[src/rtl/pio_rx_req_decoder_pkg.sv]
// Shared definitions for the PIO RX request decoder: TLP {fmt,type} codes,
// register-file region codes, FSM states and the lower-address helper.
package pio_rx_req_decoder_pkg;

    localparam logic [6:0] MRD32 = 7'b0000000;
    localparam logic [6:0] MRD64 = 7'b0100000;
    localparam logic [6:0] MWR32 = 7'b1000000;
    localparam logic [6:0] MWR64 = 7'b1100000;

    typedef enum logic [1:0] {
        REG_NONE = 2'b00,
        REG_BAR0 = 2'b01,
        REG_BAR2 = 2'b10,
        REG_ROM  = 2'b11
    } region_e;

    typedef enum logic [3:0] {
        IDLE,
        RD32_ADDR,
        WR32_ADDR,
        RD64_ADDR,
        WR64_ADDR,
        WR64_DATA,
        WR_WAIT,
        RD_LAT,
        WAIT_COMPL,
        DRAIN
    } state_e;

    // Byte offset of the first enabled byte; an all-zero first_be maps to 0.
    function automatic logic [1:0] lower_addr(input logic [3:0] first_be);
        logic [1:0] la;
        casez (first_be)
            4'b0000: la = 2'b00;
            4'b???1: la = 2'b00;
            4'b??10: la = 2'b01;
            4'b?100: la = 2'b10;
            4'b1000: la = 2'b11;
            default: la = 2'b00;
        endcase
        return la;
    endfunction

endpackage

[src/rtl/pio_rx_bar_decode.sv]
// Maps the PCIe core's bar_hit vector onto a register-file region code.
// Only BAR0, BAR2 and the expansion ROM are backed; the lowest hit wins.
module pio_rx_bar_decode
    import pio_rx_req_decoder_pkg::*;
(
    input  logic [6:0] bar_hit_i,
    output region_e    region_o
);

    logic unused_bar_bits;
    assign unused_bar_bits = ^{bar_hit_i[5:3], bar_hit_i[1]};

    always_comb begin
        region_o = REG_NONE;
        if (bar_hit_i[0]) begin
            region_o = REG_BAR0;
        end else if (bar_hit_i[2]) begin
            region_o = REG_BAR2;
        end else if (bar_hit_i[6]) begin
            region_o = REG_ROM;
        end
    end

endmodule

[src/rtl/pio_rx_req_decoder.sv]
// PIO target request decoder: parses MRd/MWr TLPs from the 64-bit AXI4-Stream
// RX port, drives the register-file port and requests completions for reads.
module pio_rx_req_decoder
    import pio_rx_req_decoder_pkg::*;
#(
    parameter int TCQ = 1
) (
    input  logic        clk,
    input  logic        sys_rst,

    input  logic [63:0] m_axis_rx_tdata,
    input  logic [7:0]  m_axis_rx_tkeep,
    input  logic        m_axis_rx_tlast,
    input  logic        m_axis_rx_tvalid,
    output logic        m_axis_rx_tready,
    input  logic [21:0] m_axis_rx_tuser,

    output logic [13:0] rd_addr,
    output logic [3:0]  rd_be,
    output logic [13:0] wr_addr,
    output logic [7:0]  wr_be,
    output logic [31:0] wr_data,
    output logic        wr_en,
    input  logic        wr_busy,

    output logic        req_compl,
    output logic        req_compl_wd,
    input  logic        compl_done,

    output logic [2:0]  req_tc,
    output logic        req_td,
    output logic        req_ep,
    output logic [1:0]  req_attr,
    output logic [9:0]  req_len,
    output logic [15:0] req_rid,
    output logic [7:0]  req_tag,
    output logic [7:0]  req_be,
    output logic [12:0] req_addr
);

    // Registers are zero-delay; TCQ only survives for drop-in compatibility.
    logic unused_ok;
    assign unused_ok = ^{m_axis_rx_tkeep, m_axis_rx_tuser[21:9],
                         m_axis_rx_tuser[1:0], (TCQ != 0)};

    state_e      state_q, state_d;
    region_e     region_q, region_d;
    logic [11:0] addr_dw_q, addr_dw_d;

    logic [13:0] rd_addr_q, rd_addr_d;
    logic [3:0]  rd_be_q, rd_be_d;
    logic [13:0] wr_addr_q, wr_addr_d;
    logic [7:0]  wr_be_q, wr_be_d;
    logic [31:0] wr_data_q, wr_data_d;
    logic        wr_en_q, wr_en_d;

    logic        req_compl_q, req_compl_d;
    logic        req_compl_wd_q, req_compl_wd_d;
    logic [2:0]  req_tc_q, req_tc_d;
    logic        req_td_q, req_td_d;
    logic        req_ep_q, req_ep_d;
    logic [1:0]  req_attr_q, req_attr_d;
    logic [9:0]  req_len_q, req_len_d;
    logic [15:0] req_rid_q, req_rid_d;
    logic [7:0]  req_tag_q, req_tag_d;
    logic [7:0]  req_be_q, req_be_d;
    logic [12:0] req_addr_q, req_addr_d;

    region_e     bar_region;
    logic [6:0]  hdr_kind;
    logic        is_mem_req;
    logic        write_ok;
    logic        rx_ready;
    logic        rd_beat;
    logic [11:0] rd_dw;
    logic        data_beat;
    logic [11:0] wr_dw;
    logic [31:0] wr_payload;

    pio_rx_bar_decode u_bar_decode (
        .bar_hit_i (m_axis_rx_tuser[8:2]),
        .region_o  (bar_region)
    );

    assign hdr_kind   = m_axis_rx_tdata[30:24];
    assign is_mem_req = hdr_kind inside {MRD32, MRD64, MWR32, MWR64};
    assign write_ok   = (req_len_q == 10'd1) && !req_ep_q;

    always_comb begin
        state_d        = state_q;
        region_d       = region_q;
        addr_dw_d      = addr_dw_q;
        rd_addr_d      = rd_addr_q;
        rd_be_d        = rd_be_q;
        wr_addr_d      = wr_addr_q;
        wr_be_d        = wr_be_q;
        wr_data_d      = wr_data_q;
        wr_en_d        = 1'b0;
        req_compl_d    = req_compl_q;
        req_compl_wd_d = req_compl_wd_q;
        req_tc_d       = req_tc_q;
        req_td_d       = req_td_q;
        req_ep_d       = req_ep_q;
        req_attr_d     = req_attr_q;
        req_len_d      = req_len_q;
        req_rid_d      = req_rid_q;
        req_tag_d      = req_tag_q;
        req_be_d       = req_be_q;
        req_addr_d     = req_addr_q;
        rx_ready       = 1'b0;
        rd_beat        = 1'b0;
        rd_dw          = '0;
        data_beat      = 1'b0;
        wr_dw          = '0;
        wr_payload     = '0;

        case (state_q)
            IDLE: begin
                rx_ready = 1'b1;
                if (m_axis_rx_tvalid) begin
                    if (is_mem_req) begin
                        req_tc_d   = m_axis_rx_tdata[22:20];
                        req_td_d   = m_axis_rx_tdata[15];
                        req_ep_d   = m_axis_rx_tdata[14];
                        req_attr_d = m_axis_rx_tdata[13:12];
                        req_len_d  = m_axis_rx_tdata[9:0];
                        req_rid_d  = m_axis_rx_tdata[63:48];
                        req_tag_d  = m_axis_rx_tdata[47:40];
                        req_be_d   = m_axis_rx_tdata[39:32];
                        region_d   = bar_region;
                    end
                    case (hdr_kind)
                        MRD32:   state_d = RD32_ADDR;
                        MRD64:   state_d = RD64_ADDR;
                        MWR32:   state_d = WR32_ADDR;
                        MWR64:   state_d = WR64_ADDR;
                        default: if (!m_axis_rx_tlast) state_d = DRAIN;
                    endcase
                end
            end
            RD32_ADDR: begin
                rx_ready = 1'b1;
                rd_beat  = m_axis_rx_tvalid;
                rd_dw    = m_axis_rx_tdata[13:2];
            end
            RD64_ADDR: begin
                rx_ready = 1'b1;
                rd_beat  = m_axis_rx_tvalid;
                rd_dw    = m_axis_rx_tdata[45:34];
            end
            WR32_ADDR: begin
                rx_ready   = 1'b1;
                data_beat  = m_axis_rx_tvalid;
                wr_dw      = m_axis_rx_tdata[13:2];
                wr_payload = m_axis_rx_tdata[63:32];
            end
            WR64_ADDR: begin
                rx_ready = 1'b1;
                if (m_axis_rx_tvalid) begin
                    addr_dw_d = m_axis_rx_tdata[45:34];
                    state_d   = WR64_DATA;
                end
            end
            WR64_DATA: begin
                rx_ready   = 1'b1;
                data_beat  = m_axis_rx_tvalid;
                wr_dw      = addr_dw_q;
                wr_payload = m_axis_rx_tdata[31:0];
            end
            WR_WAIT: begin
                if (!wr_busy) begin
                    wr_en_d = 1'b1;
                    state_d = IDLE;
                end
            end
            RD_LAT: begin
                req_compl_d = 1'b1;
                state_d     = WAIT_COMPL;
            end
            WAIT_COMPL: begin
                if (compl_done) begin
                    req_compl_d = 1'b0;
                    state_d     = IDLE;
                end
            end
            DRAIN: begin
                rx_ready = 1'b1;
                if (m_axis_rx_tvalid && m_axis_rx_tlast) state_d = IDLE;
            end
            default: state_d = IDLE;
        endcase

        if (rd_beat) begin
            rd_addr_d      = {region_q, rd_dw};
            rd_be_d        = req_be_q[3:0];
            req_addr_d     = {rd_dw[10:0], lower_addr(req_be_q[3:0])};
            req_compl_wd_d = 1'b1;
            state_d        = RD_LAT;
        end

        // Address/data are registered even when busy so they hold through WR_WAIT.
        if (data_beat) begin
            if (write_ok) begin
                wr_addr_d = {region_q, wr_dw};
                wr_be_d   = req_be_q;
                wr_data_d = wr_payload;
                if (wr_busy) begin
                    state_d = WR_WAIT;
                end else begin
                    wr_en_d = 1'b1;
                    state_d = IDLE;
                end
            end else begin
                state_d = m_axis_rx_tlast ? IDLE : DRAIN;
            end
        end
    end

    always_ff @(posedge clk) begin
        if (sys_rst) begin
            state_q        <= IDLE;
            region_q       <= REG_NONE;
            addr_dw_q      <= '0;
            rd_addr_q      <= '0;
            rd_be_q        <= '0;
            wr_addr_q      <= '0;
            wr_be_q        <= '0;
            wr_data_q      <= '0;
            wr_en_q        <= 1'b0;
            req_compl_q    <= 1'b0;
            req_compl_wd_q <= 1'b0;
            req_tc_q       <= '0;
            req_td_q       <= 1'b0;
            req_ep_q       <= 1'b0;
            req_attr_q     <= '0;
            req_len_q      <= '0;
            req_rid_q      <= '0;
            req_tag_q      <= '0;
            req_be_q       <= '0;
            req_addr_q     <= '0;
        end else begin
            state_q        <= state_d;
            region_q       <= region_d;
            addr_dw_q      <= addr_dw_d;
            rd_addr_q      <= rd_addr_d;
            rd_be_q        <= rd_be_d;
            wr_addr_q      <= wr_addr_d;
            wr_be_q        <= wr_be_d;
            wr_data_q      <= wr_data_d;
            wr_en_q        <= wr_en_d;
            req_compl_q    <= req_compl_d;
            req_compl_wd_q <= req_compl_wd_d;
            req_tc_q       <= req_tc_d;
            req_td_q       <= req_td_d;
            req_ep_q       <= req_ep_d;
            req_attr_q     <= req_attr_d;
            req_len_q      <= req_len_d;
            req_rid_q      <= req_rid_d;
            req_tag_q      <= req_tag_d;
            req_be_q       <= req_be_d;
            req_addr_q     <= req_addr_d;
        end
    end

    assign m_axis_rx_tready = rx_ready;
    assign rd_addr          = rd_addr_q;
    assign rd_be            = rd_be_q;
    assign wr_addr          = wr_addr_q;
    assign wr_be            = wr_be_q;
    assign wr_data          = wr_data_q;
    assign wr_en            = wr_en_q;
    assign req_compl        = req_compl_q;
    assign req_compl_wd     = req_compl_wd_q;
    assign req_tc           = req_tc_q;
    assign req_td           = req_td_q;
    assign req_ep           = req_ep_q;
    assign req_attr         = req_attr_q;
    assign req_len          = req_len_q;
    assign req_rid          = req_rid_q;
    assign req_tag          = req_tag_q;
    assign req_be           = req_be_q;
    assign req_addr         = req_addr_q;

endmodule
[config.mk]
export PLATFORM = sky130hd
export DESIGN_NAME = pio_rx_req_decoder
export DESIGN_NICKNAME = d
export VERILOG_FILES = /design/src/rtl/pio_rx_req_decoder_pkg.sv /design/src/rtl/pio_rx_bar_decode.sv /design/src/rtl/pio_rx_req_decoder.sv
export SDC_FILE = /design/constraint.sdc
export NUM_CORES = 1
export LEC_CHECK = 0
export CAP_MARGIN = 30
export CORE_AREA = 5 5 121 123
export DETAILED_ROUTE_END_ITERATION = 10
export DIE_AREA = 0 0 126 128
export PLACE_DENSITY = 0.88
export SETUP_SLACK_MARGIN = 0.2
export SLEW_MARGIN = 30
export SYNTH_ARGS = -nofsm -noshare
export SYNTH_HDL_FRONTEND = slang
export SYNTH_SLANG_ARGS = --single-unit
export TNS_END_PERCENT = 50
[constraint.sdc]
create_clock -name clk -period 5.15 [get_ports clk]
set_clock_uncertainty 0.2 [all_clocks]
set_input_delay 1.03 -clock clk [delete_from_list [all_inputs] [get_ports clk]]
set_output_delay 1.03 -clock clk [all_outputs]
set_load 0.02 [all_outputs]
==> results.sh <==
export IMPL_place_hpwl_um=14100
export IMPL_synth_area_sq_mm=0.00611
export IMPL_drt_first_pass_iters=5
export IMPL_vias_per_cell=5.76
export IMPL_coreArea_sq_mm=0.0136
export IMPL_mostFrequentLayoutCells="209 x clkdlybuf4s50_1, 143 x dfxtp_1, 117 x nand2_1"
export IMPL_post_dp_cell_area_sq_mm=0.00815
export IMPL_grt_usage_pct=24.9
export IMPL_dp_cells=1029
export IMPL_grt_remaining_overflow=0
export IMPL_synth_nets=803
export IMPL_fin_crit_ns=3.44
export IMPL_ir_drop_v=0.000248
export IMPL_clk_latency_ns=0.42
export IMPL_cts_clk_slew_worst_paths_ns=0.06
export IMPL_syn_avg_cell_area_sq_um=8.70
export IMPL_worstSetupEndpointType="output pin"
export IMPL_start_util_pct=45.1
export IMPL_power_leakage_nw=2.84
export IMPL_worstMarginPinSlew_ns=0.886
export IMPL_path_class="reg2out"
export IMPL_cts_buffers=17
export IMPL_fin_nets=968
export IMPL_ant_nets=0
export IMPL_place_congestion=0.847
export IMPL_io_buffer_count=210
export IMPL_grt_first_pass_wirelength_um=32000
export IMPL_floorplan_die_area_sq_mm=0.0161
export IMPL_synth_cells=703
export IMPL_root_buffer="clkbuf_16"
export IMPL_synth_top_cell_area_share_pct=47.2
export IMPL_yosysUniqueCellTypes=51
export IMPL_ys_seq_area_share_pct=47.2
export IMPL_slew_limit_headroom_pct=40.9
export IMPL_cts_tree="done"
export IMPL_finalCritPeriodShare_pct=66.7
export IMPL_required_ns=3.92
export IMPL_wl_per_cell_um=19.5
export IMPL_area_growth_synth_to_final_pct=42.4
export IMPL_grt_pass1_vias=5772
export IMPL_fmax_mhz=291
export IMPL_worstPathMaxFanout=19
export IMPL_setup_viol=0
export IMPL_hold_path_class="reg2reg"
export IMPL_yosys_warnings=0
export IMPL_drc=0
export IMPL_holdBufCountCts=0
export IMPL_finalInstanceArea_sq_mm=0.00870
export IMPL_synth_edf_count=0
export IMPL_final_common_cell="clkdlybuf4s50_1"
export IMPL_maxCapViolCount=0
export IMPL_synth_seq_cells=144
export IMPL_num_fill_cells=1130
export IMPL_status="completed"
export IMPL_die_w_um=126
export IMPL_rows=43
export IMPL_via_count=6118
export IMPL_power_density_mw_per_mm2=374
export IMPL_antenna_found_initial=1
export IMPL_clk_path_buf_depth=2
export IMPL_finalHoldWorstSlack_ns=0.253
export IMPL_wirelength_um=20700
export IMPL_drv_slew=0
export IMPL_post_cts_resized=0
export IMPL_rsz0062_at_grt="no"
export IMPL_synth_top_cell_by_area="dfxtp_1"
export IMPL_synth_main_ff_cell="dfxtp_1"
export IMPL_postCtsSetupRepairBufs=0
export IMPL_instances_no_fill=1062
export IMPL_first_iter_violations=558
export IMPL_grt_max_degree=59
export IMPL_dieHeight_um=128
export IMPL_tns_ns=0
export IMPL_io_pins=238
export IMPL_critPathArrivalTime_ns=2.21
export IMPL_startpoint_type="flop"
export IMPL_final_hold_violation_count=0
export IMPL_synth_area_leaders="dfxtp_1 47%, a21oi_1 9.5%, nand2_1 7.2%"
export IMPL_drive_above_1_share_pct=7.95
export IMPL_cts_sinks=144
export IMPL_synthArstFlopShare_pct=0
export IMPL_cts_max_level=4
## cell usage after synthesis, types with 2 or more instances
| cell | number |
|---|---|
| nor3_1 | 18 |
| and4_1 | 2 |
| nor2b_1 | 2 |
| clkbuf_1 | 29 |
| mux2i_1 | 12 |
| buf_6 | 6 |
| a31oi_1 | 3 |
| or4_4 | 2 |
| a211oi_2 | 7 |
| a22oi_1 | 45 |
| a211oi_1 | 39 |
| a221oi_1 | 12 |
| and2_1 | 2 |
| nor3b_4 | 2 |
| or3_1 | 3 |
| dfxtp_1 | 144 |
| inv_1 | 3 |
| buf_4 | 15 |
| nand2b_1 | 2 |
| a21oi_1 | 116 |
| a21o_1 | 3 |
| nor4_1 | 4 |
| nand3_1 | 14 |
| nand4b_1 | 3 |
| nor2_1 | 33 |
| buf_2 | 29 |
| o21ai_0 | 13 |
| nand2_1 | 117 |
## final timing paths
| check | from | endpoint | slack, ns | depth (start not counted) |
|---|---|---|---|---|
| max reg2reg | state_q[2]$_SDFFE_PP0P_ | wr_data[12]$_SDFFE_PP0P_ | 2.29 | 5 |
| min reg2reg | req_rid[2]$_SDFFE_PP0P_ | req_rid[2]$_SDFFE_PP0P_ | 0.25 | 2 |
| max | state_q[2]$_SDFFE_PP0P_ | m_axis_rx_tready | 1.71 | 4 |
| min | req_rid[2]$_SDFFE_PP0P_ | req_rid[2]$_SDFFE_PP0P_ | 0.25 | 2 |
## routing by layer
| layer | wire length, um | vias to the layer above | track usage [%] |
|---|---|---|---|
| met5 | 0 | - | 0 |
| met4 | 528 | 0 | 9.59 |
| met3 | 1860 | 39 | 7.79 |
| met2 | 9690 | 297 | 39.7 |
| met1 | 8620 | 2922 | 31.8 |
| li1 | - | 2860 | - |
## kinds of logic (layout without fill, tap and decap cells)
| logic type | after synthesis | in the layout | share of synthesized area (%) |
|---|---|---|---|
| compound gates | 245 | 245 | 25.8 |
| buf+inv | 82 | 260 | 7.29 |
| flops | 144 | 144 | 47.2 |
| xor+xnor | 1 | 1 | 0.143 |
| simple gates | 219 | 219 | 17.6 |
| other cells | 0 | 1 | 0 |
| mux | 12 | 12 | 1.96 |
## critical path: stages, from the launching register on
cell	delay (ns)
dfxtp_1	0.81
nor2_1	0.18
nand2_1	0.11
o21ai_0	0.11
clkdlybuf4s50_1	0.58
## state kept, by name, summed over array words and instances (netlist names), 3 cells and up
register,count
wr_addr,14
state_q,4
wr_data,32
rd_be,4
req_rid,16
addr_dw_q,12
req_tag,8
req_be,8
wr_be,8
req_tc,3
rd_addr,14
req_len,10
## per-stage QoR
step           utilization (%)  power (mW)  setup slack [ns]
6_report                  64.2        3.26              1.71
5_1_grt                   64.2        3.40              1.63
3_5_place_dp              60.1        2.12              1.44
3_3_place_gp              59.7        2.09              1.49
2_1_floorplan                -        1.85              2.64
4_1_cts                   64.2        3.27              1.72
## cell type report
class | count | area, sq um | share of cell area (%)
Timing Repair Buffer | 225 | 2230 | 25.6
Clock inverter | 10 | 87.6 | 1.01
Sequential cell | 144 | 2880 | 33.1
Multi-Input combinational cell | 477 | 2800 | 32.1
Clock buffer | 22 | 464 | 5.33
Inverter | 3 | 11.3 | 0.129
Tap cell | 180 | 225 | 2.59
Antenna cell | 1 | 2.50 | 0.0287
## power by group
part / switching, mW / internal, mW
Sequential: 0.118 / 1.17
Clock: 0.466 / 0.686
Combinational: 0.461 / 0.358
Total: 1.04 / 2.22
Note: power is estimated with default switching activity, not from simulation.
